`config.mk`:
```
export PLATFORM = sky130hd
export DESIGN_NAME = pipelined_left_shifter
export DESIGN_NICKNAME = d
export VERILOG_FILES = /design/src/rtl/pipelined_left_shifter.sv
export SDC_FILE = /design/constraint.sdc
export NUM_CORES = 1
export LEC_CHECK = 0
export CORE_MARGIN = 3
export CORE_UTILIZATION = 53
export DETAILED_ROUTE_END_ITERATION = 10
export PLACE_DENSITY = 0.88
export SYNTH_ARGS = -nofsm -noshare
export SYNTH_HDL_FRONTEND = slang
export SYNTH_SLANG_ARGS = --single-unit
```
`constraint.sdc`:
```
create_clock -name clk_i -period 1.5 [get_ports clk_i]
set_input_delay 0.15 -clock clk_i [delete_from_list [all_inputs] [get_ports clk_i]]
set_output_delay 0.15 -clock clk_i [all_outputs]
set_load 0.02 [all_outputs]
```
`src/rtl/pipelined_left_shifter.sv`:
```
// -----------------------------------------------------------------------------
// pipelined_left_shifter
//   Registered left barrel shifter/rotator. A WIDTH-bit operand moves through
//   SHW registered mux stages. The first stage applies the largest power-of-two
//   shift (MSB of the shift amount) and the last stage applies a shift of 1.
//   One operand can enter per enabled cycle, and its result appears SHW enabled
//   cycles later. In logical mode the block also reports the last bit shifted
//   out (carry) and the OR of every bit shifted out (sticky overflow).
//
// Ports
//   clk_i        rising-edge clock
//   rst_i        synchronous reset, active-high (overrides en_i)
//   en_i         pipeline advance; 0 = every register holds
//   in_valid_i   d_i/shift_i/rot_i carry a valid operand this cycle
//   d_i          operand
//   shift_i      left shift amount, 0..WIDTH-1
//   rot_i        1 = rotate left, 0 = logical left with zero fill
//   out_valid_o  out_o/carry_o/ovf_o hold a new result this cycle
//   out_o        shifted/rotated result (holds the last result between valids)
//   carry_o      logical mode: last bit shifted out; rotate: 0
//   ovf_o        logical mode: OR of all bits shifted out; rotate: 0
// -----------------------------------------------------------------------------
module pipelined_left_shifter #(
    parameter int WIDTH = 8,
    parameter int SHW   = 3
) (
    input  logic             clk_i,
    input  logic             rst_i,
    input  logic             en_i,
    input  logic             in_valid_i,
    input  logic [WIDTH-1:0] d_i,
    input  logic [SHW-1:0]   shift_i,
    input  logic             rot_i,
    output logic             out_valid_o,
    output logic [WIDTH-1:0] out_o,
    output logic             carry_o,
    output logic             ovf_o
);

    for (genvar k = 0; k < SHW; k++) begin : g_stage
        // Shift amount handled by this stage: MSB-first, so WIDTH/2 down to 1.
        localparam int S = 1 << (SHW - 1 - k);

        // Stage inputs. Only the shift bits that have not yet been applied
        // travel down the pipe, so stage k sees SHW-k of them.
        logic             v_in;
        logic [WIDTH-1:0] x_in;
        logic             c_in;
        logic             o_in;
        logic [SHW-1-k:0] sh_in;
        logic             r_in;

        logic [WIDTH-1:0] x_d;
        logic             c_d;
        logic             o_d;

        logic             v_q;
        logic [WIDTH-1:0] x_q;
        logic             c_q;
        logic             o_q;

        if (k == 0) begin : g_first
            assign v_in  = in_valid_i;
            assign x_in  = d_i;
            assign c_in  = 1'b0;
            assign o_in  = 1'b0;
            assign sh_in = shift_i;
            assign r_in  = rot_i;
        end else begin : g_next
            assign v_in  = g_stage[k-1].v_q;
            assign x_in  = g_stage[k-1].x_q;
            assign c_in  = g_stage[k-1].c_q;
            assign o_in  = g_stage[k-1].o_q;
            assign sh_in = g_stage[k-1].g_fwd.sh_q;
            assign r_in  = g_stage[k-1].g_fwd.rot_q;
        end

        always_comb begin
            x_d = x_in;
            c_d = c_in;
            o_d = o_in;
            if (sh_in[SHW-1-k]) begin
                if (r_in) begin
                    x_d = {x_in[WIDTH-1-S:0], x_in[WIDTH-1:WIDTH-S]};
                    c_d = 1'b0;
                    o_d = 1'b0;
                end else begin
                    x_d = x_in << S;
                    c_d = x_in[WIDTH-S];
                    o_d = o_in | (|x_in[WIDTH-1:WIDTH-S]);
                end
            end
        end

        // Data and flags load only with a valid operand, so bubbles leave the
        // previous result in place.
        always_ff @(posedge clk_i) begin
            if (rst_i) begin
                v_q <= 1'b0;
                x_q <= '0;
                c_q <= 1'b0;
                o_q <= 1'b0;
            end else if (en_i) begin
                v_q <= v_in;
                if (v_in) begin
                    x_q <= x_d;
                    c_q <= c_d;
                    o_q <= o_d;
                end
            end
        end

        // The remaining shift bits and the mode are forwarded to all stages
        // except the last one, whose output needs neither.
        if (k < SHW - 1) begin : g_fwd
            logic [SHW-2-k:0] sh_q;
            logic             rot_q;

            always_ff @(posedge clk_i) begin
                if (rst_i) begin
                    sh_q  <= '0;
                    rot_q <= 1'b0;
                end else if (en_i && v_in) begin
                    sh_q  <= sh_in[SHW-2-k:0];
                    rot_q <= r_in;
                end
            end
        end
    end

    assign out_valid_o = g_stage[SHW-1].v_q;
    assign out_o       = g_stage[SHW-1].x_q;
    assign carry_o     = g_stage[SHW-1].c_q;
    assign ovf_o       = g_stage[SHW-1].o_q;

endmodule

```
Word-level counts from Yosys, hierarchy flattened
Index checks and enable logic that the tools add are counted.
{"block": "totals", "register_bits": 38, "inputBits": 16, "elab_cells": 43}
{"block": "classes", "mux": 18, "bitwise": 2, "reduce_logical": 7}
{"cell": "$mux 8", "n": 3}
{"cell": "$mux 1", "n": 13}
{"cell": "$reduce_and 2->1", "n": 3}
{"cell": "$mux 4", "n": 1}
{"cell": "$reduce_or 4->1", "n": 1}
{"cell": "$logic_and 1x1->1", "n": 2}
{"cell": "$mux 2", "n": 1}
{"cell": "$or 1x1->1", "n": 2}
{"cell": "$reduce_or 2->1", "n": 1}

Depth between registers and ports, before layout
{"block": "depth", "word_depth": 4, "ltp_mapped": 6, "mapped_depth_nobuf": 3}

Worst setup path before layout
OpenSTA, ideal clock, no wires.
{"block": "synth_timing", "path_type": "reg2reg", "startpoint": "register g_stage[0].g_fwd.sh_q[1]", "endpoint": "register g_stage[1].x_q[0]", "setup_time_ns": 0.125, "arrival_time_ns": 0.949, "required_ns": 1.375, "setup_slack_ns": 0.426, "stages_incl_launch_ff": 5, "path_buffers": 2, "synth_period_minus_slack_ns": 1.074, "cell_sequence": "dfxtp_1 -> clkbuf_2 -> buf_4 -> a311oi_1 -> nor3_2"}
{"block": "synth_via", "elab_chain_cells": 1}
{"item": "start, declared", "line": "116", "text": "logic [SHW-2-k:0] sh_q;"}
{"item": "start signal, assigned", "line": "124", "text": "sh_q <= sh_in[SHW-2-k:0];"}
{"item": "$mux 8", "line": "82", "text": "if (sh_in[SHW-1-k]) begin"}
{"item": "end signal, assigned", "line": "100", "text": "x_q <= '0;"}
{"item": "end signal, assigned", "line": "106", "text": "x_q <= x_d;"}
{"item": "end, declared", "line": "58", "text": "logic [WIDTH-1:0] x_q;"}
No other way between the ends.
A chain may end at the register's enable or synchronous reset.

Final worst setup path
{"block": "layout_timing", "startpoint": "register g_stage[2].x_q[7], in the netlist out_o[7]", "endpoint": "output out_o[7]"}
{"item": "start, declared", "line": "58"}
{"item": "start signal, assigned", "line": "100"}
{"item": "start signal, assigned", "line": "106"}
{"item": "end, declared", "line": "35", "text": "output logic [WIDTH-1:0] out_o,"}
No word-level cell between the ends.

==> qor.yml <==
finalSetupViolCount: 0
rr_startpoint: "g_stage[1].g_fwd.sh_q"
cp_max_fo: 2
clkPwrFrac_pct: 27.2
hp-class: "in -> reg"
coreArea_sq_mm: 0.003153
drive_above_1_share_pct: 21.13
dp_hpwl_um: 2542
cp_top_family: "buffers and inverters"
vias: 1398
cap_violations: 0
regToRegSetupSlack_ns: 0.43
swShare_pct: 26.78
ir_worst_vdd_mv: 0.4948
setup_slack_ns: 0.06943
pin_count: 27
postRouteAntennaNets: 0
hp-start: "shift_i[1]"
gp_congestion: 0.8310
cellLeakagePower_nw: 0.8720
synth.area.top_cells: "dfxtp_1, mux2i_1, a211oi_2"
row_count: 20
drc_errors: 0
power_density_mw_per_mm2: 843.7
critical_path_buf_inv_count: 1
worst_pin_slew_ns: 0.3623
dp_slack_ns: -0.1014
min_path_cells: 3
grt_pass1_vias: 1367
totalWireLength_um: 3446
p_sw_w: 0.0004914
cts_made_buffers: 5
post_drt_wl_per_cell_um: 13.41
worst_path_max_delay_cell: "clkdlybuf4s50_1"
cts_max_level: 2
cts_root_buffer: "clkbuf_4"
vias_per_cell: 5.440
rsz0062_at_grt: "no"
cts.sinks: 38
synth_fp_nets: 198
track_usage_pct: 19.08
maxSlewHeadroom_pct: 75.77
die_x_um: 64.37
combPwrFrac_pct: 14.0
nNetsFinal: 229
cp.arrival_ns: 1.28
min_period_ns: 1.431
synth_cells: 182
layout_common_cells: "dfxtp_1, nor2_1, mux2i_1, clkdlybuf4s50_1, nand2_1"
clk_path_buf_depth: 2
timing.fmax_mhz: 699.0
die_area_sq_mm: 0.004143
cts_tree: "done"
tns_ns: 0
power.internal_w: 0.001343
fin_cells: 257
slew_viol_final: 0
grt_pass1_wl_um: 6113
power_frac_seq_pct: 58.8
synth.top_cell.area_share_pct: 42.13
yosysSeqAreaShare_pct: 42.13
grt_max_degree: 39
holdPathEnd: "g_stage[0].g_fwd.sh_q[1]"
num_antenna_cells: 0
clkSlewWorstSetupHoldPaths_ns: 0.10
ff2ff_path_depth: 4
final_common_cell: "dfxtp_1"
avgSynthCellArea_sq_um: 9.920
start_util_pct: 57.26
max_stage_delay_ns: 0.60
synth_cell_types: 32
firstDrtPassIters: 4
clock_latency_ns: 0.35
cp-start-kind: "flip-flop"
layout_worst_path_cycle_share_pct: 95.37
first_iter_violations: 71
worstSetupPathType: "reg -> out"
fp.dieH_um: 64.37
synth_area_sq_mm: 0.001805
critPathCaptureType: "output pin"
hold_viol: 0
r2r_end: "out_o[0]"
synth_top_cell_by_area: "dfxtp_1"
portBuffers: 26
grt_overflow: 0
status: "finished clean"
dp_cells: 250
antenna_found_initial: 0
path_cells: "clkdlybuf4s50_1"
ys_ff_latch: 38
crit_cells: 1
fill_cells: 267
synth_warnings: 0
area_growth_pct: 20.44
cp_data_required_time_ns: 1.35
clock-skew-final_ns: 0.008448
## cell families (layout without fill, tap and decap cells)
kind of cell | Yosys count | in the layout | synth area share (%)
buffers and inverters | 15 | 46 | 7.622
AO/OA/AOI/OAI | 43 | 43 | 20.93
multiplexers | 17 | 17 | 9.425
flip-flops | 38 | 38 | 42.13
AND/OR/NAND/NOR | 69 | 69 | 19.89
## registers in the layout (all words and copies together) (netlist names)
signal / flops
out_o: 8
g_stage.x_q: 16
g_stage.o_q: 2
g_stage.g_fwd.rot_q: 2
g_stage.c_q: 2
g_stage.v_q: 2
out_valid_o: 1
carry_o: 1
g_stage.g_fwd.sh_q: 3
ovf_o: 1
## power by group through the flow
stage	clock network [W]	logic (W)	registers, W
after global routing	0.000565	0.000283	0.00109
after detailed placement	0	0.000259	0.00110
after global placement	0	0.000249	0.00110
after CTS	0.000508	0.000260	0.00108
after floorplan	0	0.000172	0.00110
final	0.000499	0.000258	0.00108
## worst max-delay path by stage
stage                             startpoint                 to  slack [ns]
finish                              out_o[7]           out_o[7]        0.07
global route                        out_o[7]           out_o[7]       0.008
CTS                                  carry_o            carry_o       0.005
detailed placement                      en_i           out_o[2]       -0.10
global placement                        en_i           out_o[1]       -0.04
floorplan           g_stage[0].g_fwd.sh_q[1]  g_stage[1].x_q[0]        0.43
## metrics by stage
| stage | power, W | cell area, sq um | hold slack [ns] | utilization (%) |
|---|---|---|---|---|
| after floorplan | 0.001272 | 1805 | 0.2860 | - |
| after CTS | 0.001847 | 2152 | 0.3321 | 68.25 |
| after global placement | 0.001349 | 2106 | 0.4453 | 66.79 |
| final | 0.001835 | 2175 | 0.3493 | 68.97 |
| after detailed placement | 0.001360 | 2106 | 0.4535 | 66.79 |
| after global routing | 0.001934 | 2175 | 0.3409 | 68.97 |
## synth_stat cells
| master | n |
|---|---|
| a211o_1 | 1 |
| a211oi_1 | 8 |
| a211oi_2 | 10 |
| a21oi_1 | 9 |
| a21oi_2 | 2 |
| a22oi_1 | 1 |
| a311oi_1 | 7 |
| a311oi_2 | 2 |
| and2_1 | 1 |
| and2_4 | 2 |
| and4b_1 | 1 |
| buf_12 | 1 |
| buf_2 | 3 |
| buf_4 | 4 |
| buf_6 | 3 |
| buf_8 | 2 |
| clkbuf_1 | 1 |
| clkbuf_2 | 1 |
| dfxtp_1 | 38 |
| mux2i_1 | 17 |
| nand2_1 | 12 |
| nand2_2 | 3 |
| nand2b_1 | 5 |
| nand3b_1 | 2 |
| nand4_1 | 1 |
| nor2_1 | 28 |
| nor2b_1 | 7 |
| nor3_1 | 2 |
| nor3_2 | 5 |
| o21ai_0 | 1 |
| o21ai_2 | 1 |
| o41ai_1 | 1 |
## final cells by class
class                   count  area [sq um]  area share [%]
clock buffers               5         37.54           1.726
well taps                  44         55.05           2.532
multi-input cells         129         907.1           41.71
repair buffers             39         404.1           18.58
flip-flops and latches     38         760.7           34.98
clock inverters             2         10.01          0.4603
## routing by layer
metal	share of wire (%)	routed length, um	up-vias	GRT usage [%]
li1	-	-	713	-
met1	42	1454	642	21.22
met2	50	1710	34	32.99
met3	5.8	200	9	5.975
met4	2.4	81	0	8.707
met5	0	0	-	0
## repair_timing
action | in CTS | in global routing
setup buffers | 0 | 0
pin swaps | 0 | 0
gates resized for setup | 1 | 9
setup endpoints to repair | 1 | 9
gates cloned | 0 | 0
hold buffers | 0 | 0
Note: power is estimated with default switching activity, not from simulation.
